File: config.mk
export PLATFORM = sky130hd
export DESIGN_NAME = filter_coef_loader
export DESIGN_NICKNAME = d
export VERILOG_FILES = /design/src/rtl/filter_coef_loader.sv
export SDC_FILE = /design/constraint.sdc
export NUM_CORES = 1
export LEC_CHECK = 0
export ABC_AREA = 1
export CAP_MARGIN = 0
export CORE_MARGIN = 1
export CORE_UTILIZATION = 40
export DETAILED_ROUTE_END_ITERATION = 10
export GPL_ROUTABILITY_DRIVEN = 0
export PLACE_DENSITY = 0.6
export SLEW_MARGIN = 20
export SYNTH_ARGS = -nofsm -noshare
export SYNTH_HDL_FRONTEND = slang
export SYNTH_SLANG_ARGS = --single-unit
File: constraint.sdc
create_clock -name clk -period 2.8 [get_ports clk]
set_input_delay 0.7 -clock clk [delete_from_list [all_inputs] [get_ports clk]]
set_output_delay 0.7 -clock clk [all_outputs]
set_load 0.01 [all_outputs]
File: src/rtl/filter_coef_loader.sv
// Coefficient loader for a chain of filter step blocks.
// Words arrive tap by tap over a valid/ready stream into a shadow bank. A complete
// set is copied into the active bank in one edge at a sample boundary (ena high), so
// the filter never sees a mix of old and new coefficients. Short or long sets are
// discarded and flagged with a one-cycle err pulse.
module filter_coef_loader #(
  parameter int unsigned WIDTH_B = 32,
  parameter int unsigned TAPS    = 8,
  parameter int unsigned CNT_W   = 3
) (
  input  logic                    clk,
  input  logic                    rst,
  input  logic                    ena,
  input  logic [WIDTH_B-1:0]      s_data,
  input  logic                    s_valid,
  input  logic                    s_last,
  output logic                    s_ready,
  output logic [TAPS*WIDTH_B-1:0] b_out,
  output logic                    loaded,
  output logic                    err,
  output logic                    busy
);

  typedef enum logic [1:0] {StLoad, StDrain, StPend} state_e;

  state_e                 state_q;
  logic [CNT_W-1:0]       count_q;
  logic                   loaded_q;
  logic                   err_q;
  logic [WIDTH_B-1:0]     shadow_q [TAPS];
  logic [TAPS*WIDTH_B-1:0] active_q;

  logic accept;
  logic last_tap;
  logic swap;
  logic shadow_we;

  // Ready depends on state only, so a source may wait on it before raising valid.
  assign s_ready   = (state_q != StPend);
  assign accept    = s_valid & s_ready;
  assign last_tap  = (count_q == CNT_W'(TAPS - 1));
  assign swap      = (state_q == StPend) & ena;
  assign shadow_we = (state_q == StLoad) & accept;

  assign b_out  = active_q;
  assign loaded = loaded_q;
  assign err    = err_q;
  assign busy   = (state_q != StLoad) | (count_q != '0);

  // Set framing FSM with registered status pulses.
  always_ff @(posedge clk or negedge rst) begin
    if (!rst) begin
      state_q  <= StLoad;
      count_q  <= '0;
      loaded_q <= 1'b0;
      err_q    <= 1'b0;
    end else begin
      loaded_q <= 1'b0;
      err_q    <= 1'b0;
      case (state_q)
        StLoad: begin
          if (accept) begin
            if (last_tap) begin
              count_q <= '0;
              // Exactly TAPS words ends the set; anything more is drained.
              state_q <= s_last ? StPend : StDrain;
            end else if (s_last) begin
              // Short set: shadow is left dirty but never reaches the active bank.
              count_q <= '0;
              err_q   <= 1'b1;
            end else begin
              count_q <= count_q + 1'b1;
            end
          end
        end
        StDrain: begin
          if (accept && s_last) begin
            err_q   <= 1'b1;
            state_q <= StLoad;
          end
        end
        StPend: begin
          if (ena) begin
            loaded_q <= 1'b1;
            state_q  <= StLoad;
          end
        end
        default: begin
          state_q <= StLoad;
          count_q <= '0;
        end
      endcase
    end
  end

  // Shadow bank: one tap written per accepted word while loading.
  always_ff @(posedge clk or negedge rst) begin
    if (!rst) begin
      for (int k = 0; k < TAPS; k++) begin
        shadow_q[k] <= '0;
      end
    end else if (shadow_we) begin
      shadow_q[count_q] <= s_data;
    end
  end

  // Active bank: whole-set copy from shadow on the sample boundary.
  always_ff @(posedge clk or negedge rst) begin
    if (!rst) begin
      active_q <= '0;
    end else if (swap) begin
      for (int k = 0; k < TAPS; k++) begin
        active_q[k*WIDTH_B +: WIDTH_B] <= shadow_q[k];
      end
    end
  end

endmodule
# Yosys cells after proc, flatten, opt, wreduce, memory -nomap -nowiden
# Cells that the tools add are included.
[op_classes] n_bitwise=6 n_addsub=1 n_eq_ne=8 magnitude_cmp=2 mux=20 reduce_logical=8
[op_table] operator="bitwise mux 256 bit" n=1
[op_table] operator="demux 32 bit (select 3 bit)" n=1
[op_table] operator="2-to-1 mux 32 bit" n=1
[op_table] operator="2-to-1 mux 2 bit" n=5
[op_table] operator="inequality test 2 bit (second input constant)" n=5
[op_table] operator="2-to-1 mux 3 bit" n=3
[op_table] operator="2-to-1 mux 1 bit" n=6
[op_table] operator="case mux 2 bit (3 select lines)" n=1
[op_table] operator="case mux 3 bit (2 select lines)" n=1
[op_table] operator="greater-or-equal comparator 4 bit (second input constant)" n=1
[op_table] operator="< comparator 4 x 1 -> 1 bit (second input constant)" n=1
[op_table] operator="NOT 3 -> 4 bit" n=1
[op_table] operator="AND reduction 4 bit" n=1
[op_table] operator="adder 3 x 1 -> 3 bit (second input constant)" n=1
[op_table] operator="bitwise AND 1 bit" n=3
[op_table] operator="equality test 3 bit (second input constant)" n=1
[op_table] operator="nonzero test 3 bit" n=1
[op_table] operator="equality test 2 x 1 -> 1 bit (second input constant)" n=1
[op_table] operator="equality test 2 bit (second input constant)" n=1
[op_table] operator="logical AND 1 bit" n=2
[op_table] operator="logical NOT 2 bit" n=1
[op_table] operator="case mux 1 bit (2 select lines)" n=1
[op_table] operator="AND reduction 2 bit" n=1
[op_table] operator="nonzero test 2 bit" n=1
[op_table] operator="3 further kinds" n=3
[totals] wordCells=58 output_inout_bits=260 ff_bits=519 inputBits=37

# Logic depth before layout (Yosys ltp)
[depth] ltp_word=6 mapped_depth=9 ltp_nobuf=9

# Worst setup path before layout
# No wires, ideal clock.
[synth_timing] path_type="register to output" start="reg count_q[0]" end="out busy" t_arrival_ps=917 required_ps=2100 path_buffers=0 stages_incl_launch_ff=4 setup_slack_ps=1183 cell_sequence="dfrtp_1 > inv_2 > ha_1 > nand3_1"
[synth_between] elab_chain_cells=2
[synth_rtl] item="start, declared" line="27" source="logic [CNT_W-1:0] count_q;"
[synth_rtl] item="start signal, assigned" line="72" source="count_q <= count_q + 1'b1;"
[synth_rtl] item="nonzero test 3 bit" line="48" source="assign busy = (state_q != StLoad) | (count_q != '0);"
[synth_rtl] item="OR 1 bit" line="48"
[synth_rtl] item="end, declared" line="21" source="output logic busy"
# No other way between the ends.

# Worst setup path after layout
[layout_timing] start="reg state_q[0]" end="out s_ready"
[layout_between] elab_chain_cells=1
[layout_rtl] item="start, declared" line="26" source="state_e state_q;"
[layout_rtl] item="start signal, assigned" line="53" source="state_q <= StLoad;"
[layout_rtl] item="start signal, assigned" line="66" source="state_q <= s_last ? StPend : StDrain;"
[layout_rtl] item="start signal, assigned" line="79" source="state_q <= StLoad;"
[layout_rtl] item="inequality test 2 bit" line="39" source="assign s_ready = (state_q != StPend);"
[layout_rtl] item="end, declared" line="17" source="output logic s_ready,"
# No other way between the ends.

==> summary.md <==
| Metric | Value |
|---|---|
| Final instance area | between 0.02 and 0.025 mm² |
| Vias in the first global route | ~14000 |
| Gate power share | approximately 29% |
| Ant diodes | 0 |
| Final wirelength | 51.7 mm |
| Worst r2r src | state_q[0] |
| Post-synth net total | 2049 |
| CTS Sinks | between 500 and 600 |
| DP Cell Count | approximately 2800 |
| Post-synth top cells | nand2_1 (985), dfrtp_1 (519), o21ai_1 (199) |
| P_sw | 0.00835 W |
| Setup CP Type | register to output port |
| Power per cell area | around 1100 mW/mm² |
| RSZ-0062 raised after global routing | no |
| Area leader, netlist | dfrtp_1 |
| Reg power frac | 44.6% |
| Hold WS | around 38 ps |
| Slew margin rel. | about half |
| Final #Nets | around 2300 |
| Fillers | 4414 |
| Die Y | 223 µm |
| FP Rows | 80 |
| R2r setup slk | approximately 800 ps |
| EDFF count, synth | 0 |
| Hold Buf Count CTS | 0 |
| R2r worst-path depth | 8 |
| Share of post-route cells with drive strength above 1 | under 10% |
| Synthesized area | 0.0195 mm² |
| Clock Latency Late Sink | about 590 ps |
| Run status | complete, no violations |
| Drt pass-1 iters | 5 |
| Die width | 223 µm |
| Crit path DAT | slightly below 2000 ps |
| Largest net degree at the start of global routing | 151 |
| Peak supply drop | around 0.67 mV |
| Placeable Area | approximately 0.048 mm² |
| CTS buffer count | between 50 and 60 |
| Req. time, crit path | 2100 ps |
| Area Growth Syn to Fin | 27.2% |
| Most frequent cell after synthesis | nand2_1 |
| Register area share after synthesis | 66.7% |
| Setup TNS | 0 ps |
| CP Launch Type | register |
| Final setup violation count | 0 |
| Postcts setup bufs | 0 |
| Maximum capacitance violations | 0 |
| Fin. max-slew vios | 0 |
| Netlist cell types | 22 |
| Global-route wire length before repair | a little over 80 mm |
| CP Capture Point | s_ready |
| Average size of a mapped cell | ~9.7 µm² |
| Net Sw Frac | between 30% and 40% |
| Synth top area share | 66.7% |
| Period utilisation layout | 94.8% |
| Fmax | around 380 MHz |
| Via count | around 14000 |
| Post-layout min period | around 2700 ps |
| Die ar. | 0.0496 mm² |
| Largest cells by area after synthesis | dfrtp_1 (67%), nand2_1 (19%), o21ai_1 (5.1%) |
| CP Capture Type | output port |
| Synth Instances | 2006 |
| Total Routing Usage GR | a little over a fifth |
| CTS tree | yes |
| Crit-path max FO | 5 |
| Post-synthesis async set-or-reset flop share | 100% |
| Post-DP HPWL | 33.7 mm |
| GRT overflow | 0 |
| P_int | between 0.015 and 0.02 W |
| Final ANT Viol Nets | 0 |
| Pre-CTS setup slack | slightly above 300 ps |
| Critical R2R Capture | shadow_q[155] |
| Initial antenna violation count | 1 |
| Hold Fails Final Rpt | 0 |
| Drt drc | 0 |
| Root Driver | clkbuf_16 |
| Actual slew at the worst max-slew pin | between 700 and 800 ps |
| Clock network power share | approximately a quarter |
| Longest Clk Path Bufs | 3 |
| Synth warn | 0 |
| Fin cells | about 2900 |
| Clock skew | 12.9 ps |
| Pleak | between 10 and 15 nW |
| Initial drt markers | roughly 1100 |
| Ports | 297 |
| Port Buffer Count | slightly below 300 |
| Worst setup margin | ~150 ps |
| Routed WL per cell | 17.6 µm |
| Post-DP Area | around 0.023 mm² |
| Main synth FF type | dfrtp_1 |
| Crit path launch | state_q[0] |
| CTS H-tree lvls | 2 |
| Starting Density | 40.7% |
| Hold WC Path Type | input port to asynchronous set/reset pin |
| Via density per instance | just under 5 |
| Clock-pin transition on the worst setup and hold timing paths | ~60 ps |
| Synthesized flop and latch total | around 520 |
==> power by group through the flow <==
stage	sequential (W)	combinational [W]	clock, W
after floorplan	0.0121	0.00316	0
after CTS	0.0118	0.00777	0.00724
after global placement	0.0119	0.00756	0
after global routing	0.0121	0.00847	0.00751
after detailed placement	0.0119	0.00772	0
final	0.0118	0.00764	0.00706
==> cell type report <==
| type | instances | area (µm²) | area share, % |
|---|---|---|---|
| clock inverters | 8 | 72.6 | 0.293 |
| multi-input cells | 1304 | 5550 | 22.4 |
| well taps | 615 | 769 | 3.10 |
| clock buffers | 91 | 1700 | 6.88 |
| inverters | 79 | 304 | 1.23 |
| repair buffers | 326 | 3400 | 13.7 |
| flip-flops and latches | 519 | 13000 | 52.4 |
==> cell usage in the layout, fill, tap and decap left out <==
cell	count
inv_1	76
clkbuf_16	57
nand3_1	5
o21ai_0	62
inv_2	2
dlymetal6s2s_1	1
nor2_4	1
clkinv_2	5
clkdlybuf4s50_1	294
o21ai_2	27
buf_4	14
a21oi_1	1
nand2_4	7
clkbuf_1	19
nand2_8	1
o21ai_1	199
nor2_1	6
buf_8	1
clkbuf_8	15
clkinv_4	2
dfrtp_1	518
dfrtp_2	1
nor2_8	2
ha_2	2
inv_8	1
bufinv_16	1
nand2_1	985
a21boi_0	1
buf_12	16
ha_1	4
nand3_4	1
==> state kept, by name, indices dropped and copies added, names as in the netlist <==
signal    count
b_out       256
shadow_q    256
count_q       3
state_q       2
err           1
loaded        1
==> repair_timing <==
action	in CTS	in global routing
setup endpoints to repair	1	2
gates resized for setup	2	2
endpoints found under the hold margin	0	0
==> layer usage <==
layer / wire length, µm / track usage (%) / share of wire (%) / vias to the layer above
li1: - / - / - / 6823
met1: 23500 / 30.0 / 45 / 7022
met2: 24000 / 32.6 / 46 / 363
met3: 3170 / 4.44 / 6.1 / 74
met4: 1110 / 5.90 / 2.1 / 2
met5: 13 / 0 / 0.025 / -
==> critical path, cell delays in order (launching register included) <==
cell and delay (ps):
dfrtp_1 370, inv_1 80, ha_2 230, inv_2 120, clkdlybuf4s50_1 560
==> worst min path at each step <==
stage	end	depth (start not counted)
after floorplan	b_out[0]	0
after global placement	b_out[193]	2
after detailed placement	b_out[40]	2
after CTS	shadow_q[226]	1
after global routing	shadow_q[226]	1
final	shadow_q[226]	1
==> logic make-up after synthesis <==
family	count (synthesis)	synth area share [%]
and+or+nand+nor	1008	20.0
DFF	519	66.7
AOI/OAI and AO/OA	290	7.98
buffers and inverters	183	4.95
adders and majority gates	6	0.385
==> per-stage QoR <==
step | total power, W | util (%)
after floorplan | 0.0153 | -
after global placement | 0.0194 | 48.1
after detailed placement | 0.0196 | 48.1
after CTS | 0.0268 | 51.8
after global routing | 0.0281 | 51.8
final | 0.0265 | 51.8
No activity file was read; power rests on OpenSTA's default activity.
